### src/rtl/seven_seg_pkg.sv
// Shared constants and hex font for the seven-segment scan driver.
// Segment bit order is gfedcba (bit0 = a), active-high.
package seven_seg_pkg;

  localparam int SEG_W = 7;

  localparam logic [SEG_W-1:0] FONT [16] = '{
    7'h3F, 7'h06, 7'h5B, 7'h4F,
    7'h66, 7'h6D, 7'h7D, 7'h07,
    7'h7F, 7'h6F, 7'h77, 7'h7C,
    7'h39, 7'h5E, 7'h79, 7'h71
  };

  function automatic logic [SEG_W-1:0] hex_to_seg(input logic [3:0] nib);
    return FONT[nib];
  endfunction

endpackage

### src/rtl/seven_seg_font.sv
// Combinational hex nibble to active-high gfedcba segment decoder.
module seven_seg_font
  import seven_seg_pkg::*;
(
  input  logic [3:0]       nibble,
  output logic [SEG_W-1:0] seg
);

  assign seg = hex_to_seg(nibble);

endmodule

### src/rtl/seven_seg_scan_driver.sv
// Multiplexed seven-segment scan driver with frame-synchronous display update.
// Optional leading-zero blanking is enabled by defining SEVEN_SEG_LZB_EN.
module seven_seg_scan_driver
  import seven_seg_pkg::*;
#(
  parameter int NUM_DIGITS     = 4,
  parameter int SCAN_DIV       = 50000,
  parameter int SEG_ACTIVE_LOW = 0,
  parameter int AN_ACTIVE_LOW  = 1
) (
  input  logic                    clk,
  input  logic                    reset,
  input  logic                    load,
  input  logic [4*NUM_DIGITS-1:0] value,
  input  logic [NUM_DIGITS-1:0]   dp_in,
  input  logic                    blank,
  output logic [SEG_W-1:0]        seg,
  output logic                    dp,
  output logic [NUM_DIGITS-1:0]   an,
  output logic                    frame_tick
);

  localparam int VAL_W = 4 * NUM_DIGITS;
  localparam int PRE_W = (SCAN_DIV > 1) ? $clog2(SCAN_DIV) : 1;
  localparam int IDX_W = (NUM_DIGITS > 1) ? $clog2(NUM_DIGITS) : 1;

  localparam logic [PRE_W-1:0]      PRE_LAST = PRE_W'(SCAN_DIV - 1);
  localparam logic [IDX_W-1:0]      IDX_LAST = IDX_W'(NUM_DIGITS - 1);
  localparam logic [SEG_W-1:0]      SEG_OFF  = (SEG_ACTIVE_LOW != 0) ? '1 : '0;
  localparam logic                  DP_OFF   = (SEG_ACTIVE_LOW != 0);
  localparam logic [NUM_DIGITS-1:0] AN_OFF   = (AN_ACTIVE_LOW != 0) ? '1 : '0;

  logic [PRE_W-1:0]      presc;
  logic [IDX_W-1:0]      digit_idx;
  logic                  scan_wrap;
  logic                  frame_wrap;

  logic [VAL_W-1:0]      shadow_val;
  logic [NUM_DIGITS-1:0] shadow_dp;
  logic [VAL_W-1:0]      disp_val;
  logic [NUM_DIGITS-1:0] disp_dp;
  logic                  pending;

  logic [3:0]            sel_nib;
  logic                  sel_dp;
  logic                  sel_blank;
  logic [NUM_DIGITS-1:0] an_raw;
  logic [NUM_DIGITS-1:0] lead_blank;
  logic [SEG_W-1:0]      font_seg;
  logic [SEG_W-1:0]      seg_raw;

  assign scan_wrap  = (presc == PRE_LAST);
  assign frame_wrap = scan_wrap && (digit_idx == IDX_LAST);

  always_ff @(posedge clk or posedge reset) begin
    if (reset) begin
      presc     <= '0;
      digit_idx <= '0;
    end else if (scan_wrap) begin
      presc     <= '0;
      digit_idx <= (digit_idx == IDX_LAST) ? '0 : digit_idx + 1'b1;
    end else begin
      presc     <= presc + 1'b1;
    end
  end

  // The display register only changes at the frame wrap so a frame never mixes old and new digits.
  always_ff @(posedge clk or posedge reset) begin
    if (reset) begin
      shadow_val <= '0;
      shadow_dp  <= '0;
      disp_val   <= '0;
      disp_dp    <= '0;
      pending    <= 1'b0;
    end else begin
      if (load) begin
        shadow_val <= value;
        shadow_dp  <= dp_in;
      end
      if (frame_wrap && pending) begin
        disp_val <= shadow_val;
        disp_dp  <= shadow_dp;
      end
      if (load) begin
        pending <= 1'b1;
      end else if (frame_wrap) begin
        pending <= 1'b0;
      end
    end
  end

`ifdef SEVEN_SEG_LZB_EN
  // A digit is blanked when it and every more significant nibble are zero.
  always_comb begin
    lead_blank = '0;
    for (int i = 1; i < NUM_DIGITS; i++) begin
      lead_blank[i] = 1'b1;
      for (int j = i; j < NUM_DIGITS; j++) begin
        if (disp_val[4*j +: 4] != 4'h0) begin
          lead_blank[i] = 1'b0;
        end
      end
    end
  end
`else
  assign lead_blank = '0;
`endif

  always_comb begin
    sel_nib   = '0;
    sel_dp    = 1'b0;
    sel_blank = 1'b0;
    an_raw    = '0;
    for (int i = 0; i < NUM_DIGITS; i++) begin
      if (digit_idx == IDX_W'(i)) begin
        sel_nib   = disp_val[4*i +: 4];
        sel_dp    = disp_dp[i];
        sel_blank = lead_blank[i];
        an_raw[i] = 1'b1;
      end
    end
  end

  seven_seg_font u_font (
    .nibble (sel_nib),
    .seg    (font_seg)
  );

  assign seg_raw = sel_blank ? '0 : font_seg;

  // Polarity is applied only here; everything upstream is active-high.
  always_ff @(posedge clk or posedge reset) begin
    if (reset) begin
      seg        <= SEG_OFF;
      dp         <= DP_OFF;
      an         <= AN_OFF;
      frame_tick <= 1'b0;
    end else begin
      seg        <= (SEG_ACTIVE_LOW != 0) ? ~seg_raw : seg_raw;
      dp         <= (SEG_ACTIVE_LOW != 0) ? ~sel_dp : sel_dp;
      if (blank) begin
        an <= AN_OFF;
      end else begin
        an <= (AN_ACTIVE_LOW != 0) ? ~an_raw : an_raw;
      end
      frame_tick <= frame_wrap;
    end
  end

endmodule

### config.mk
export PLATFORM = sky130hd
export DESIGN_NAME = seven_seg_scan_driver
export DESIGN_NICKNAME = d
export VERILOG_FILES = /design/src/rtl/seven_seg_pkg.sv /design/src/rtl/seven_seg_font.sv /design/src/rtl/seven_seg_scan_driver.sv
export SDC_FILE = /design/constraint.sdc
export NUM_CORES = 1
export LEC_CHECK = 0
export CAP_MARGIN = 20
export CORE_MARGIN = 2
export CORE_UTILIZATION = 60
export CTS_CLUSTER_DIAMETER = 60
export CTS_CLUSTER_SIZE = 24
export DETAILED_ROUTE_END_ITERATION = 12
export GPL_TIMING_DRIVEN = 0
export PLACE_DENSITY = 0.84
export SETUP_SLACK_MARGIN = 0.1
export SYNTH_ARGS = -nofsm -noshare
export SYNTH_HDL_FRONTEND = slang
export SYNTH_SLANG_ARGS = --single-unit
### constraint.sdc
create_clock -name clk -period 6.1 [get_ports clk]
set_clock_uncertainty 0.15 [all_clocks]
set_input_delay 1.22 -clock clk [delete_from_list [all_inputs] [get_ports clk]]
set_output_delay 1.22 -clock clk [all_outputs]
set_load 0.02 [all_outputs]
==> results of run 1 <==
area by class of cell:
class	count	area, µm²	share of cell area
timing repair buffer	36	360	0.0890
clock inverter	3	40.0	0.00989
tap	72	90.1	0.0222
buffer	14	116	0.0287
clock buffer	13	159	0.0392
multi-input combinational	161	1430	0.352
sequential	72	1810	0.446
inverter	13	51.3	0.0127
per-layer routing:
layer  track usage  wire, µm  up-vias
li1              -         -     1001
met1         0.264      2630     1058
met2         0.331      2860       52
met3        0.0489       214       14
met5             0         0        -
met4         0.110       138        0
through the flow:
step                hold WS, ps  setup slack, ps
finish                      306             3270
global route                324             3080
CTS                         308             3260
detailed placement          298             3220
global placement            287             1810
floorplan                   274             2910
flip-flops by register name (all words and copies together), names as in the netlist:
name,cells
seg,7
an,4
digit_idx,2
shadow_dp,4
pending,1
disp_val,16
presc,16
shadow_val,16
dp,1
disp_dp,4
frame_tick,1
power by group through the flow:
| stage | sequential (mW) | combinational, mW | clock, mW |
|---|---|---|---|
| 2_1_floorplan | 0.505 | 0.0237 | 0 |
| 3_3_place_gp | 0.507 | 0.0429 | 0 |
| 3_5_place_dp | 0.508 | 0.0445 | 0 |
| 4_1_cts | 0.499 | 0.0445 | 0.383 |
| 5_1_grt | 0.500 | 0.0481 | 0.407 |
| 6_report | 0.499 | 0.0431 | 0.377 |
Yosys cell counts (2+ instances only):
cell type	n
nand3_1	4
buf_12	2
nand4_1	3
a2bb2oi_1	2
nor4b_1	2
buf_6	3
and2_1	2
dfrtp_1	68
mux2i_1	5
clkbuf_1	3
xnor2_1	6
and3_1	3
and4_1	3
nor3_1	3
xor2_1	7
nand2b_1	5
ha_1	12
inv_1	13
mux2_4	20
a211oi_1	3
nor3b_1	4
a221oi_2	2
mux2_2	22
nor2_1	11
nand3b_1	4
nor2b_1	3
nand2_1	12
a21oi_1	6
buf_2	4
dfstp_2	4
nor4bb_1	2
o21ai_0	4
final timing paths:
path | from | end | slack [ps] | depth (start not counted)
hold reg to reg | presc[0]$_DFF_PP0_ | presc[0]$_DFF_PP0_ | 310 | 1
hold / removal | presc[0]$_DFF_PP0_ | presc[0]$_DFF_PP0_ | 310 | 1
setup / recovery | an[2]$_DFF_PP1_ | an[2] | 3270 | 1
max in group asynchronous | reset | presc[4]$_DFF_PP0_ | 3980 | 2
min in group asynchronous | reset | seg[6]$_DFF_PP0_ | 1230 | 2
setup reg to reg | digit_idx[0]$_DFFE_PP0N_ | seg[6]$_DFF_PP0_ | 3300 | 8
logic make-up after synthesis:
| kind of cell | Yosys count |
|---|---|
| flip-flops | 72 |
| AND/OR/NAND/NOR | 64 |
| multiplexers | 48 |
| buffers and inverters | 27 |
| AO/OA/AOI/OAI | 24 |
| XOR/XNOR | 13 |
| adder cells (fa/ha/maj) | 12 |
==> flow_summary.json, run 1 <==
{
  "worstPathCellList": "clkdlybuf4s50_1",
  "vdd_drop_max_v": 0.000163,
  "hpwl_um": 4030,
  "placed_cell_area_um2": 3850,
  "clock_latency_ps": 340,
  "async_reset_ff_frac": 1.00,
  "cts_resized": 0,
  "switching_share": 0.208,
  "ys_ff_latch": 72,
  "finalWirelength_um": 5840,
  "power_frac_seq": 0.542,
  "critPathMaxFanout": 1,
  "outcome": "completed",
  "p_int_mw": 0.728,
  "start_util": 0.621,
  "setup_viol": 0,
  "synthAdderAreaFrac": 0.0442,
  "clockRootBuffer": "clkbuf_8",
  "ys_seq_area_frac": 0.532,
  "fp.dieW_um": 79.2,
  "holdBufCountCts": 0,
  "yosys_warnings": 0,
  "cp-start-kind": "flip-flop",
  "post-route-util": 0.740,
  "crit_type": "flip-flop to output pin",
  "die_y_um": 79.2,
  "synthFlopType": "dfrtp_1",
  "combPwrFrac": 0.047,
  "p_leak_nw": 1.74,
  "cp.required_ps": 4730,
  "synth_edf_count": 0,
  "synthCells": 260,
  "fin_nets": 343,
  "firstDrtPassIters": 4,
  "drc_errors": 0,
  "endpoint_kind": "output pin",
  "setup_tns_ps": 0,
  "synth_nets": 296,
  "crit_buf_inv": 1,
  "crit_arrival_ps": 1460,
  "final_cell_area_um2": 4050,
  "post_drt_via_cell_ratio": 5.53,
  "tritoncts": "built",
  "cellPowerDensity_nw_per_um2": 227,
  "die_area_um2": 6280,
  "synth_simple_gate_area_frac": 0.109,
  "power.total_mw": 0.919,
  "area_delta_synth_final_pct": 19.2,
  "synth_compound_area_frac": 0.0534,
  "grt_pass1_wl_um": 9780,
  "clock_power_share": 0.411,
  "netSwitchingPower_mw": 0.192,
  "placed_cells": 368,
  "synth_top_area_cell": "dfrtp_1",
  "cts_buffer_depth": 2,
  "cts_buffers": 9,
  "syn_area_um2": 3400,
  "cts.sink_count": 72,
  "h-tree-depth": 3,
  "synth_top_family_by_area": "multiplexers",
  "path_delay_family": "buffers and inverters",
  "synth_cell_types": 45,
  "core_um2": 5470,
  "fin_cells": 384,
  "slew_violations": 0,
  "gp_congestion": 0.857,
  "max_stage_delay_ps": 590,
  "maxCapViolCount": 0,
  "synth_mux_area_frac": 0.179,
  "final_common_cell": "dfrtp_1",
  "antenna_found_initial": 0,
  "synth_xor_area_frac": 0.0335,
  "io_pins": 37,
  "critPathSlowestCell": "clkdlybuf4s50_1",
  "vias": 2125,
  "rsz0062_at_grt": "false",
  "port_buffers": 36,
  "postRouteAntennaNets": 0,
  "post_cts_buffers": 0,
  "grt_max_degree": 73,
  "drt_iter0_markers": 108,
  "finalHoldViolCount": 0,
  "fmax_ghz": 0.353,
  "grtUsageTotal": 0.208,
  "synth_top_area_frac": 0.501,
  "drive_above_1_share": 0.240,
  "slew_headroom": 0.431,
  "clk_pin_slew_ps": 70,
  "hp-class": "flip-flop to flip-flop",
  "grt_overflow": 0,
  "num_rows": 27,
  "fillers": 373,
  "antenna_cells": 0,
  "period_share": 0.464,
  "worstMarginPinSlew_ps": 854,
  "grt_pass1_vias": 2091,
  "period_needed_ps": 2830,
  "wire_per_inst_um": 15.2,
  "synth_area_per_cell_um2": 13.1,
  "final_cell_mix": "68 x dfrtp_1, 36 x clkdlybuf4s50_1, 22 x mux2_2",
  "ys_top_cells_by_area": "dfrtp_1 50%, mux2_4 8.8%, mux2_2 7.3%"
}
(Power assumes the default switching activity.)
==> run 2: changes to the inputs <==
--- a/config.mk
+++ b/config.mk
@@ -7,12 +7,12 @@
 export LEC_CHECK = 0
 export CAP_MARGIN = 20
 export CORE_MARGIN = 2
-export CORE_UTILIZATION = 60
+export CORE_UTILIZATION = 56
 export CTS_CLUSTER_DIAMETER = 60
 export CTS_CLUSTER_SIZE = 24
 export DETAILED_ROUTE_END_ITERATION = 12
 export GPL_TIMING_DRIVEN = 0
-export PLACE_DENSITY = 0.84
+export PLACE_DENSITY = 0.79
 export SETUP_SLACK_MARGIN = 0.1
 export SYNTH_ARGS = -nofsm -noshare
 export SYNTH_HDL_FRONTEND = slang
==> constraint.sdc (replaced) <==
create_clock -name clk -period 2.9 [get_ports clk]
set_clock_uncertainty 0.15 [all_clocks]
set_input_delay 0.58 -clock clk [delete_from_list [all_inputs] [get_ports clk]]
set_output_delay 0.58 -clock clk [all_outputs]
set_load 0.02 [all_outputs]
==> flow_summary.json, run 2 (synthesized netlist as in run 1, its figures left out) <==
{
  "antenna_cells": 0,
  "placed_cells": 371,
  "vdd_drop_max_v": 0.000344,
  "die_y_um": 81.9,
  "h-tree-depth": 3,
  "clk_pin_slew_ps": 80,
  "cellPowerDensity_nw_per_um2": 490,
  "r2r_start": "digit_idx[0]$_DFFE_PP0N_",
  "p_leak_nw": 1.75,
  "grtUsageTotal": 0.205,
  "top_regs": "disp_val x16, presc x16, shadow_val x16",
  "fp.dieW_um": 81.9,
  "firstDrtPassIters": 4,
  "final_critical_path_setup_slack_ps": 291,
  "crit_type": "flip-flop to flip-flop",
  "crit_arrival_ps": 2730,
  "antenna_found_initial": 0,
  "critPathMaxFanout": 6,
  "start_util": 0.577,
  "fin_nets": 343,
  "holdBufCountCts": 0,
  "final_cell_mix": "68 x dfrtp_1, 36 x clkdlybuf4s50_1, 22 x mux2_2",
  "postRouteAntennaNets": 0,
  "netSwitchingPower_mw": 0.431,
  "cts.sink_count": 72,
  "finalHoldViolCount": 0,
  "grt_pass1_wl_um": 10100,
  "min_from": "presc[0]$_DFF_PP0_",
  "period_share": 0.900,
  "grt_pass1_vias": 2124,
  "worstMarginPinSlew_ps": 836,
  "post_cts_buffers": 0,
  "grt_max_degree": 73,
  "rrSetupSlack_ps": 290,
  "combPwrFrac": 0.046,
  "vias": 2098,
  "tritoncts": "built",
  "r2r-end": "seg[3]$_DFF_PP0_",
  "hpwl_um": 4160,
  "period_needed_ps": 2610,
  "drt_iter0_markers": 100,
  "area_delta_synth_final_pct": 20.3,
  "power_frac_seq": 0.523,
  "hold_end": "presc[0]$_DFF_PP0_",
  "cts_buffer_depth": 2,
  "core_um2": 5890,
  "cp-start-kind": "flip-flop",
  "drive_above_1_share": 0.250,
  "pre_cts_slack_ps": 121,
  "hp-class": "flip-flop to flip-flop",
  "cts_buffers": 9,
  "die_area_um2": 6710,
  "clock_latency_ps": 340,
  "rsz0062_at_grt": "false",
  "io_pins": 37,
  "cp.required_ps": 3020,
  "final_common_cell": "dfrtp_1",
  "fin_cells": 387,
  "maxCapViolCount": 0,
  "holdPathStages": 1,
  "outcome": "completed",
  "p_int_mw": 1.57,
  "clock_power_share": 0.431,
  "endpoint_kind": "flip-flop",
  "wire_per_inst_um": 15.5,
  "post_drt_via_cell_ratio": 5.42,
  "gp_congestion": 0.795,
  "drc_errors": 0,
  "grt_overflow": 0,
  "clockRootBuffer": "clkbuf_8",
  "slew_headroom": 0.443,
  "setup_viol": 0,
  "port_buffers": 36,
  "finalWirelength_um": 6000,
  "num_rows": 28,
  "switching_share": 0.215,
  "fmax_ghz": 0.383,
  "reg2regPathDepth": 9,
  "slew_violations": 0
}
==> run 2: timing repair <==
action,CTS,global route
setup endpoints to repair,2,3
gates resized for setup,1,1
endpoints found under the hold margin,0,0
==> run 2: metrics by stage <==
stage	power (mW)	utilization	TNS [ps]	cell area, µm²	hold slack (ps)
floorplan	1.11	-	0	3400	274
global placement	1.16	0.654	-50380	3850	290
detailed placement	1.16	0.655	0	3850	307
CTS	2.03	0.694	0	4090	315
global route	2.09	0.694	0	4090	356
finish	2.00	0.694	0	4090	310
==> run 2: worst max-delay path by stage <==
stage	startpoint	end	slack (ps)	depth (start not counted)
floorplan	reset	digit_idx[0]$_DFFE_PP0N_	350	1
global placement	reset	shadow_dp[1]$_DFFE_PP0P_	-740	2
global route	digit_idx[0]$_DFFE_PP0N_	seg[3]$_DFF_PP0_	110	9
finish	digit_idx[0]$_DFFE_PP0N_	seg[3]$_DFF_PP0_	290	9
detailed placement	digit_idx[0]$_DFFE_PP0N_	seg[3]$_DFF_PP0_	120	8
CTS	digit_idx[0]$_DFFE_PP0N_	seg[3]$_DFF_PP0_	200	8
==> run 2: power groups by stage <==
stage | clock (mW) | combinational, mW | sequential, mW
detailed placement | 0 | 0.0945 | 1.07
global route | 0.935 | 0.102 | 1.05
global placement | 0 | 0.0905 | 1.07
floorplan | 0 | 0.0499 | 1.06
CTS | 0.884 | 0.0948 | 1.05
finish | 0.862 | 0.0919 | 1.05
==> run 2: critical path, cell delays in order, from the launching register on <==
cell,delay (ps)
dfrtp_1,420
inv_1,110
ha_1,330
nand2_1,80
o21ai_0,270
a22o_1,300
inv_1,150
ha_1,290
mux2_1,300
mux2i_1,130
==> run 2: layout make-up <==
class | count | area, µm²
Clock buffer | 9 | 124
Sequential cell | 72 | 1810
Timing Repair Buffer | 36 | 360
Inverter | 13 | 51.3
Clock inverter | 7 | 96.3
Tap cell | 75 | 93.8
Fill cell | 449 | 1800
Multi-Input combinational cell | 161 | 1440
Buffer | 14 | 118
==> run 2: routing by layer <==
layer  up-vias  global-route usage  share of wire
met5         -                   0              0
met4         0              0.0783          0.014
met3         7              0.0538          0.043
met2        49               0.315           0.49
met1      1040               0.280           0.45
li1       1002                   -              -
